[config.mk]
export PLATFORM = sky130hd
export DESIGN_NAME = sr04_distance_filter
export DESIGN_NICKNAME = d
export VERILOG_FILES = /design/src/rtl/sr04_filt_pkg.sv /design/src/rtl/sr04_distance_filter_bin2bcd.sv /design/src/rtl/sr04_distance_filter.sv
export SDC_FILE = /design/constraint.sdc
export NUM_CORES = 1
export LEC_CHECK = 0
export CAP_MARGIN = 20
export CORE_UTILIZATION = 40
export DETAILED_ROUTE_END_ITERATION = 16
export PLACE_DENSITY = 0.65
export SLEW_MARGIN = 20
export SYNTH_ARGS = -nofsm -noshare
export SYNTH_HDL_FRONTEND = slang
export SYNTH_SLANG_ARGS = --single-unit
[constraint.sdc]
create_clock -name clk -period 3.7 [get_ports clk]
set_input_delay 0.74 -clock clk [delete_from_list [all_inputs] [get_ports clk]]
set_output_delay 0.74 -clock clk [all_outputs]
set_load 0.02 [all_outputs]
[src/rtl/sr04_filt_pkg.sv]
// Shared types and constants for the SR04 distance filter slice.
package sr04_filt_pkg;

    typedef enum logic [1:0] {
        ST_IDLE,
        ST_ACCUM,
        ST_CONV,
        ST_DONE
    } filt_state_t;

    localparam int unsigned DIST_W       = 9;
    localparam int unsigned CONV_CYCLES  = 9;
    localparam int unsigned BCD_W        = 12;
    localparam int unsigned OUTLIER_RUN  = 3;
    localparam int unsigned DEF_DIST_MIN = 2;
    localparam int unsigned DEF_DIST_MAX = 400;

    function automatic logic in_range(input logic [DIST_W-1:0] d,
                                      input int unsigned lo,
                                      input int unsigned hi);
        return (32'(d) >= lo) && (32'(d) <= hi);
    endfunction

endpackage

[src/rtl/sr04_distance_filter_bin2bcd.sv]
// Sequential 9-bit double-dabble: one add-3/shift iteration per cycle after start.
module bin2bcd_seq
    import sr04_filt_pkg::*;
(
    input  logic              clk,
    input  logic              rst,
    input  logic              start,
    input  logic [DIST_W-1:0] bin,
    output logic              done,
    output logic [BCD_W-1:0]  bcd
);

    localparam int unsigned SH_W = BCD_W + DIST_W;

    logic [SH_W-1:0] shreg;
    logic [SH_W-1:0] dabbled;
    logic [3:0]      cnt;

    always_comb begin
        dabbled = shreg;
        for (int unsigned k = 0; k < BCD_W / 4; k++) begin
            if (dabbled[DIST_W + 4*k +: 4] >= 4'd5)
                dabbled[DIST_W + 4*k +: 4] = dabbled[DIST_W + 4*k +: 4] + 4'd3;
        end
    end

    always_ff @(posedge clk or negedge rst) begin
        if (!rst) begin
            shreg <= '0;
            cnt   <= '0;
        end else if (start) begin
            shreg <= SH_W'(bin);
            cnt   <= 4'(CONV_CYCLES);
        end else if (cnt != '0) begin
            shreg <= {dabbled[SH_W-2:0], 1'b0};
            cnt   <= cnt - 4'd1;
        end
    end

    // done marks the cycle whose closing edge performs the final iteration
    assign done = (cnt == 4'd1);
    assign bcd  = shreg[SH_W-1:DIST_W];

endmodule

[src/rtl/sr04_distance_filter.sv]
// Range-checked moving average of SR04 distances with BCD output.
// Optional outlier rejection is enabled by defining SR04_FILT_OUTLIER_EN.
module sr04_distance_filter
    import sr04_filt_pkg::*;
#(
    parameter int unsigned AVG_DEPTH     = 4,
    parameter int unsigned DIST_MIN      = DEF_DIST_MIN,
    parameter int unsigned DIST_MAX      = DEF_DIST_MAX,
    parameter int unsigned OUTLIER_DELTA = 50
) (
    input  logic              clk,
    input  logic              rst,
    input  logic [DIST_W-1:0] i_distance,
    input  logic              i_dist_valid,
    output logic [DIST_W-1:0] o_avg_distance,
    output logic [BCD_W-1:0]  o_bcd,
    output logic              o_valid,
    output logic              o_busy,
    output logic [7:0]        o_reject_cnt,
    output logic [7:0]        o_drop_cnt
);

    localparam int unsigned SH    = $clog2(AVG_DEPTH);
    localparam int unsigned SUM_W = DIST_W + SH;

    if (AVG_DEPTH < 2 || AVG_DEPTH > 16 || (AVG_DEPTH & (AVG_DEPTH - 1)) != 0 ||
        DIST_MIN > DIST_MAX || DIST_MAX >= 512 || OUTLIER_DELTA >= 512) begin : g_bad_cfg
        $error("sr04_distance_filter: invalid parameter set");
    end

    filt_state_t       state, state_nxt;
    logic [DIST_W-1:0] win [AVG_DEPTH];
    logic [SH-1:0]     wr_ptr;
    logic [SUM_W-1:0]  sum, sum_nxt;
    logic [DIST_W-1:0] sample_q, avg_q, avg_cur, avg_nxt;
    logic              primed, reprime_q, fill;
    logic [DIST_W-1:0] pend, cand;
    logic              pend_full;
    logic              at_check, direct, consume, store, drop;
    logic              cand_take, cand_ok, cand_reprime;
    logic              cvt_start, cvt_done;
    logic [BCD_W-1:0]  cvt_bcd;

    bin2bcd_seq u_bcd (
        .clk   (clk),
        .rst   (rst),
        .start (cvt_start),
        .bin   (avg_nxt),
        .done  (cvt_done),
        .bcd   (cvt_bcd)
    );

    // A full pending slot always has priority over a fresh pulse at check points
    assign cand      = pend_full ? pend : i_distance;
    assign cand_take = at_check && (pend_full || i_dist_valid);
    assign consume   = at_check && pend_full;
    assign direct    = at_check && !pend_full;
    assign store     = i_dist_valid && !direct;
    assign drop      = store && pend_full && !consume;
    assign avg_cur   = sum[SUM_W-1:SH];

`ifdef SR04_FILT_OUTLIER_EN
    logic [1:0]        out_run;
    logic [DIST_W-1:0] diff;
    logic              outlier;

    always_comb begin
        cand_ok      = in_range(cand, DIST_MIN, DIST_MAX);
        cand_reprime = 1'b0;
        outlier      = 1'b0;
        diff         = (cand > avg_cur) ? cand - avg_cur : avg_cur - cand;
        if (primed && cand_ok && (32'(diff) > OUTLIER_DELTA)) begin
            outlier = 1'b1;
            if (out_run >= 2'(OUTLIER_RUN))
                cand_reprime = 1'b1;
            else
                cand_ok = 1'b0;
        end
    end

    always_ff @(posedge clk or negedge rst) begin
        if (!rst)
            out_run <= '0;
        else if (cand_take) begin
            if (outlier && !cand_reprime)
                out_run <= out_run + 2'd1;
            else if (cand_ok)
                out_run <= '0;
        end
    end
`else
    always_comb begin
        cand_ok      = in_range(cand, DIST_MIN, DIST_MAX);
        cand_reprime = 1'b0;
    end
`endif

    always_ff @(posedge clk or negedge rst) begin
        if (!rst)
            state <= ST_IDLE;
        else
            state <= state_nxt;
    end

    always_comb begin
        state_nxt = state;
        unique case (state)
            ST_IDLE, ST_DONE: state_nxt = (cand_take && cand_ok) ? ST_ACCUM : ST_IDLE;
            ST_ACCUM:         state_nxt = ST_CONV;
            ST_CONV:          if (cvt_done) state_nxt = ST_DONE;
            default:          state_nxt = ST_IDLE;
        endcase
    end

    always_comb begin
        o_busy    = (state != ST_IDLE);
        at_check  = (state == ST_IDLE) || (state == ST_DONE);
        cvt_start = (state == ST_ACCUM);
    end

    assign fill    = !primed || reprime_q;
    assign sum_nxt = fill ? (SUM_W'(sample_q) << SH)
                          : (sum - SUM_W'(win[wr_ptr]) + SUM_W'(sample_q));
    assign avg_nxt = sum_nxt[SUM_W-1:SH];

    always_ff @(posedge clk or negedge rst) begin
        if (!rst) begin
            for (int unsigned i = 0; i < AVG_DEPTH; i++) win[i] <= '0;
            wr_ptr    <= '0;
            sum       <= '0;
            primed    <= 1'b0;
            avg_q     <= '0;
            sample_q  <= '0;
            reprime_q <= 1'b0;
        end else begin
            if (cand_take && cand_ok) begin
                sample_q  <= cand;
                reprime_q <= cand_reprime;
            end
            if (state == ST_ACCUM) begin
                if (fill) begin
                    for (int unsigned i = 0; i < AVG_DEPTH; i++) win[i] <= sample_q;
                    wr_ptr <= '0;
                    primed <= 1'b1;
                end else begin
                    win[wr_ptr] <= sample_q;
                    wr_ptr      <= wr_ptr + 1'b1;
                end
                sum   <= sum_nxt;
                avg_q <= avg_nxt;
            end
        end
    end

    always_ff @(posedge clk or negedge rst) begin
        if (!rst) begin
            pend         <= '0;
            pend_full    <= 1'b0;
            o_reject_cnt <= '0;
            o_drop_cnt   <= '0;
        end else begin
            if (store) begin
                pend      <= i_distance;
                pend_full <= 1'b1;
            end else if (consume) begin
                pend_full <= 1'b0;
            end
            if (cand_take && !cand_ok && o_reject_cnt != 8'hFF)
                o_reject_cnt <= o_reject_cnt + 8'd1;
            if (drop && o_drop_cnt != 8'hFF)
                o_drop_cnt <= o_drop_cnt + 8'd1;
        end
    end

    always_ff @(posedge clk or negedge rst) begin
        if (!rst) begin
            o_avg_distance <= '0;
            o_bcd          <= '0;
            o_valid        <= 1'b0;
        end else begin
            o_valid <= (state == ST_DONE);
            if (state == ST_DONE) begin
                o_avg_distance <= avg_q;
                o_bcd          <= cvt_bcd;
            end
        end
    end

endmodule

-- Yosys cells after proc, flatten, opt, wreduce, memory -nomap -nowiden
Cells that the tools add are included.
- $add $sub $neg: 9
- multiply operators: 0
- divide/modulo/power cells: 0
- magnitude comparators: 7
- equality and inequality tests: 7
- shifts and indexed selects: 0
- mux-type cells: 22
- bitwise logic cells: 1
- reduce and logical (&&, ||, !) cells: 26
- operator list (cell ; number):
    $mux W21 ; 2
    $bwmux W36 ; 1
    $mux W36 ; 1
    $mux W9 ; 4
    $bmux W9 S2 ; 1
    $demux W9 S2 ; 1
    $add A8 B1 Y8 const B ; 2
    $mux W4 ; 4
    $ne A8 B8 Y1 const B ; 2
    $ge A4 B3 Y1 const B ; 3
    $logic_and A1 B1 Y1 ; 12
    $add A11 B9 Y11 ; 1
    $mux W11 ; 1
    $sub A11 B9 Y11 ; 1
    $ge A9 B2 Y1 const B ; 1
    $le A9 B9 Y1 const B ; 1
    $add A4 B2 Y4 const B ; 2
    $pmux W2 S3 ; 1
    $reduce_bool A2 Y1 ; 3
    $logic_not A1 Y1 ; 5
    $eq A2 B2 Y1 const B ; 2
    $eq A4 B1 Y1 const B ; 1
    $mux W2 ; 2
    $reduce_bool A4 Y1 ; 1
    14 further kinds ; 17
- flip-flop bits (word level): 143
- bits in latches: 0
- RAM bits: 0
- ROM bits: 0
- output and inout bits: 39
- logic and storage cells: 91
- memories kept: 0

-- Longest topological paths before layout
- depth after elaboration: 8
- gate-level depth with buffers: 13
- depth with buffers taken out: 12

-- By module
Synthesis repeated with hierarchy kept, for this count alone.
- cell total of the unflattened synthesis: 655
- area total of the unflattened synthesis: 7053.0 um^2
- modules (own cells, without submodules) (module ; times used ; cells an instance ; area an instance (um^2) ; seq. area each (um^2)):
    sr04_distance_filter ; 1 ; 498 ; 5562.8 ; 2727.6
    bin2bcd_seq ; 1 ; 157 ; 1490.2 ; 625.6

-- Least setup slack after synthesis
No wires, ideal clock.
- kind: flip-flop to flip-flop
- from: register wr_ptr[0]
- to: register sum[10]
- arrival time: 3480 ps
- required time: 3631 ps
- slack: 151 ps
- cell stages (with the launch flop): 11
- period minus slack after synthesis: 3549 ps
- cell sequence: dfrtp_1 > clkbuf_1 > mux4_2 > fa_1 > fa_1 > nor2b_1 > nor3_1 > o21ai_0 > o221ai_1 > or4_1 > nand3_1
- word-level cells in the longest chain between the ends: 7
- RTL lines (element ; RTL line ; text):
    start: declaration ; sr04_distance_filter.sv:33 ; logic [SH-1:0] wr_ptr;
    start signal: assignment ; sr04_distance_filter.sv:147 ; wr_ptr <= wr_ptr + 1'b1;
    $not A2 Y3 (not written as such) ; sr04_distance_filter.sv:123 ; : (sum - SUM_W'(win[wr_ptr]) + SUM_W'(sample_q));
    $bmux W9 S2 ; sr04_distance_filter.sv:123 ;
    $mux W9 (not written as such) (2 in series) ; sr04_distance_filter.sv:123 ;
    $sub A11 B9 Y11 ; sr04_distance_filter.sv:123 ;
    $add A11 B9 Y11 ; sr04_distance_filter.sv:123 ;
    $mux W11 ; sr04_distance_filter.sv:122 ; assign sum_nxt = fill ? (SUM_W'(sample_q) << SH)
    end signal: assignment ; sr04_distance_filter.sv:149 ; sum <= sum_nxt;
    end: declaration ; sr04_distance_filter.sv:34 ; logic [SUM_W-1:0] sum, sum_nxt;
No other way between the ends. The select of a mux whose other input is x is not followed.
A chain may end at the register's enable or synchronous reset.

-- Worst setup path after layout
Same ends and word-level chain as after synthesis.

==> impl_results.md <==
* Placed instance area at ~7500 um2
* Pre-Repair DR Iteration Count at 5
* DR WL met3 at ~660 um
* Total track usage at 0.178
* Most area-hungry cell type in the Yosys netlist: dfrtp_1
* Critical Path, Cell by Cell: buf_4 > mux4_2 > fa_1 > inv_1 > ha_1 > a21o_1 > a21oi_1 > o221ai_1 > or4_1 > nand3_1
* Status: finished, final reports clean
* Clock skew at approximately 7.2 ps
* Post-synth top area share at 0.497
* Unrepaired setup endpoints after global routing: no
* Max-slew violation count at 0
* Clk pin slew, worst setup/hold paths at 60 ps
* Critical Path RT at ~4100 ps
* Reg2Reg Setup Slack at roughly 250 ps
* Crit path capture type: register
* DR WL met2 at ~6.8 mm
* Share of post-route cells with drive strength above 1 at 0.133
* Flip-flop and latch count after synthesis at roughly 130
* CP arrival at around 3800 ps
* Fill cell count at 1,497
* Root buf cell: clkbuf_16
* Top delay family on crit path: adder cells
* Worst setup startpoint: wr_ptr[0]$_DFFE_PN0P_
* Worst setup SP type: register
* Final wirelength at between 10 and 15 mm
* Worst-path fanout max at 7
* Synth Area per Inst at 10.3 um2
* Mapped Cells at between 600 and 700
* GRT overflow at 0
* Buf/Inv on CP at 2
* Max Root-Sink Buffers at 2
* Core Box Area at around 17,000 um2
* Worst-Margin Slew at a little over 800 ps
* Setup-failing EPs final at 0
* Clock sinks at approximately 130
* Clk_lat worst skew at approximately 420 ps
* Max Cap Viol at 0
* Final worst-path cycle share at 0.932
* Post-synth top flop: dfrtp_1
* DIE AREA at between 15,000 and 20,000 um2
* Post-CTS sizing at 0
* Hold buffers post-CTS at 0
* RD Place Congestion at roughly 0.89
* H-tree depth at 4
* Synthesis-to-layout area growth at 21.6%
* Final nets at 759
* Routed wire per std cell at about 15 um
* Initial DRC count at approximately 270
* EDFF count, synth at 0
* Capturing point of the worst reg2reg path: sum[10]$_DFFE_PN0P_
* Hold Fails Final Rpt at 0
* Vias/cell at 5.31
* Met1 WL at about 6.6 mm
* Initial Utilization at 0.408
* Top-level I/O count at 51
* Row cnt at 47
* Remaining antenna violation count at 0
* Port Buf Inserts at 50
* Worst setup slack after layout at 250 ps
* Worst path depth at 10
* Worst setup endpoint: sum[10]$_DFFE_PN0P_
* Worst min path class: input port to async pin
* Synth area leaders: dfrtp_1 50%, mux2_2 5.7%, o21ai_0 5.4%
* Fraction of registers with async set or reset after synthesis at 1.00
* Clock buffer count from CTS at 17
* Antenna Cells at 0
* Net Count, Synth at 703
* Vias in the first global route at a little under 5,000
* Initial antenna violation count at 0
* Die W at between 100 and 150 um
* Dpl ws at ~290 ps
* Setup TNS at 0 ps
* Slowest stage delay, CP at approximately 530 ps
* Residual DRC at 0
* Synthesis Warnings at 0
* Reg2Reg Depth at 10
* Sequential area share after synthesis at 0.497
* Count of different cell masters after synthesis at 53
* Via count at approximately 5,000
* Fmax at 290 MHz
* Post-synthesis cell area at just under 7000 um2
* Relative slew margins at 0.451
* First-pass GRT wire length at about 25 mm
* Worst reg2reg startpoint: wr_ptr[0]$_DFFE_PN0P_
* CTS tree: yes
* Largest net degree at the start of global routing at 67
* Die H at roughly 130 um
* Design area at between 8000 and 9000 um2
* Top Metal Used: met4
* Post-CTS Setup Repair Bufs at 0
* Critical-path top delay cell: mux4_2
* Detail Placement HPWL at a little under 10 mm
* Minimum clock period after layout at approximately 3400 ps
* Crit Path Category: register to register
cell families (layout without fill, tap and decap cells):
kind of cell / Yosys count / count (layout) / share of synthesized area
muxes: 52 / 52 / 0.100
and+or+nand+nor: 173 / 173 / 0.117
AOI/OAI and AO/OA: 149 / 149 / 0.124
xor gates and xnor gates: 26 / 26 / 0.0338
adders and majority gates: 39 / 39 / 0.0820
DFF: 134 / 134 / 0.497
buffers and inverters: 80 / 149 / 0.0458
state kept, by name (all words and copies together) (netlist names):
signal,count
state,2
pend_full,1
sum,11
o_valid,1
wr_ptr,2
o_bcd,12
o_avg_distance,9
u_bcd.cnt,4
sample_q,9
pend,9
win,36
primed,1
o_drop_cnt,8
u_bcd.shreg,21
o_reject_cnt,8
per-layer routing:
| layer | vias up | global-route usage |
|---|---|---|
| met2 | 132 | 0.274 |
| met5 | - | 0 |
| met1 | 2482 | 0.242 |
| met4 | 0 | 0.0724 |
| li1 | 2372 | - |
| met3 | 20 | 0.0400 |
worst min path at each step:
| stage | endpoint | depth (start not counted) | slack, ps | start |
|---|---|---|---|---|
| final | o_avg_distance[0]$_DFFE_PN0P_ | 1 | 310 | rst |
| after global routing | o_avg_distance[0]$_DFFE_PN0P_ | 1 | 360 | rst |
| after CTS | o_avg_distance[0]$_DFFE_PN0P_ | 1 | 330 | rst |
| after detailed placement | win[6]$_DFFE_PN0P_ | 2 | 470 | win[6]$_DFFE_PN0P_ |
| after global placement | win[30]$_DFFE_PN0P_ | 2 | 460 | win[30]$_DFFE_PN0P_ |
| after floorplan | o_avg_distance[0]$_DFFE_PN0P_ | 0 | 440 | rst |
cells in the mapped netlist, types with 3 or more instances:
cell type and number:
buf_1 3, a21oi_1 35, and3_1 4, mux2_2 34, nor3b_1 3, xor2_1 11, xnor2_1 15, nand2b_1 4
nor4_1 3, mux4_2 9, nand2_1 92, nor2b_1 3, nor2_1 28, mux2i_1 9, a211oi_1 4, nand3_1 12
dfrtp_1 134, fa_1 9, o211ai_1 5, nand4_1 5, ha_1 29, nor3_1 10, clkbuf_1 20, o21ai_1 5
a31oi_1 7, o21ai_0 73, inv_1 54, o221ai_1 3
placed cells by master, fill, tap and decap left out, types with 10 or more instances in the layout:
| cell type | instances |
|---|---|
| dfrtp_1 | 134 |
| nand2_1 | 92 |
| o21ai_0 | 73 |
| inv_1 | 54 |
| clkdlybuf4s50_1 | 49 |
| a21oi_1 | 35 |
| mux2_2 | 34 |
| ha_1 | 29 |
| nor2_1 | 28 |
| clkbuf_16 | 17 |
| xnor2_1 | 15 |
| nand3_1 | 12 |
| xor2_1 | 11 |
| buf_4 | 11 |
| nor3_1 | 10 |
per-stage QoR:
step	util	cells	hold slack, ps
floorplan	-	653	444
global placement	0.455	909	461
detailed placement	0.455	909	469
CTS	0.495	941	330
global route	0.496	942	358
finish	0.496	942	312
layout make-up:
class | instances | area, um2 | share of cell area
clock inverter | 11 | 193 | 0.0235
timing repair buffer | 62 | 608 | 0.0741
sequential | 134 | 3350 | 0.409
clock buffer | 21 | 470 | 0.0574
inverter | 55 | 206 | 0.0252
multi-input combinational | 439 | 3100 | 0.378
tap | 220 | 275 | 0.0336
Power is not shown: default switching activity piles up to over one toggle a cycle in this logic, so the estimate is an artifact.
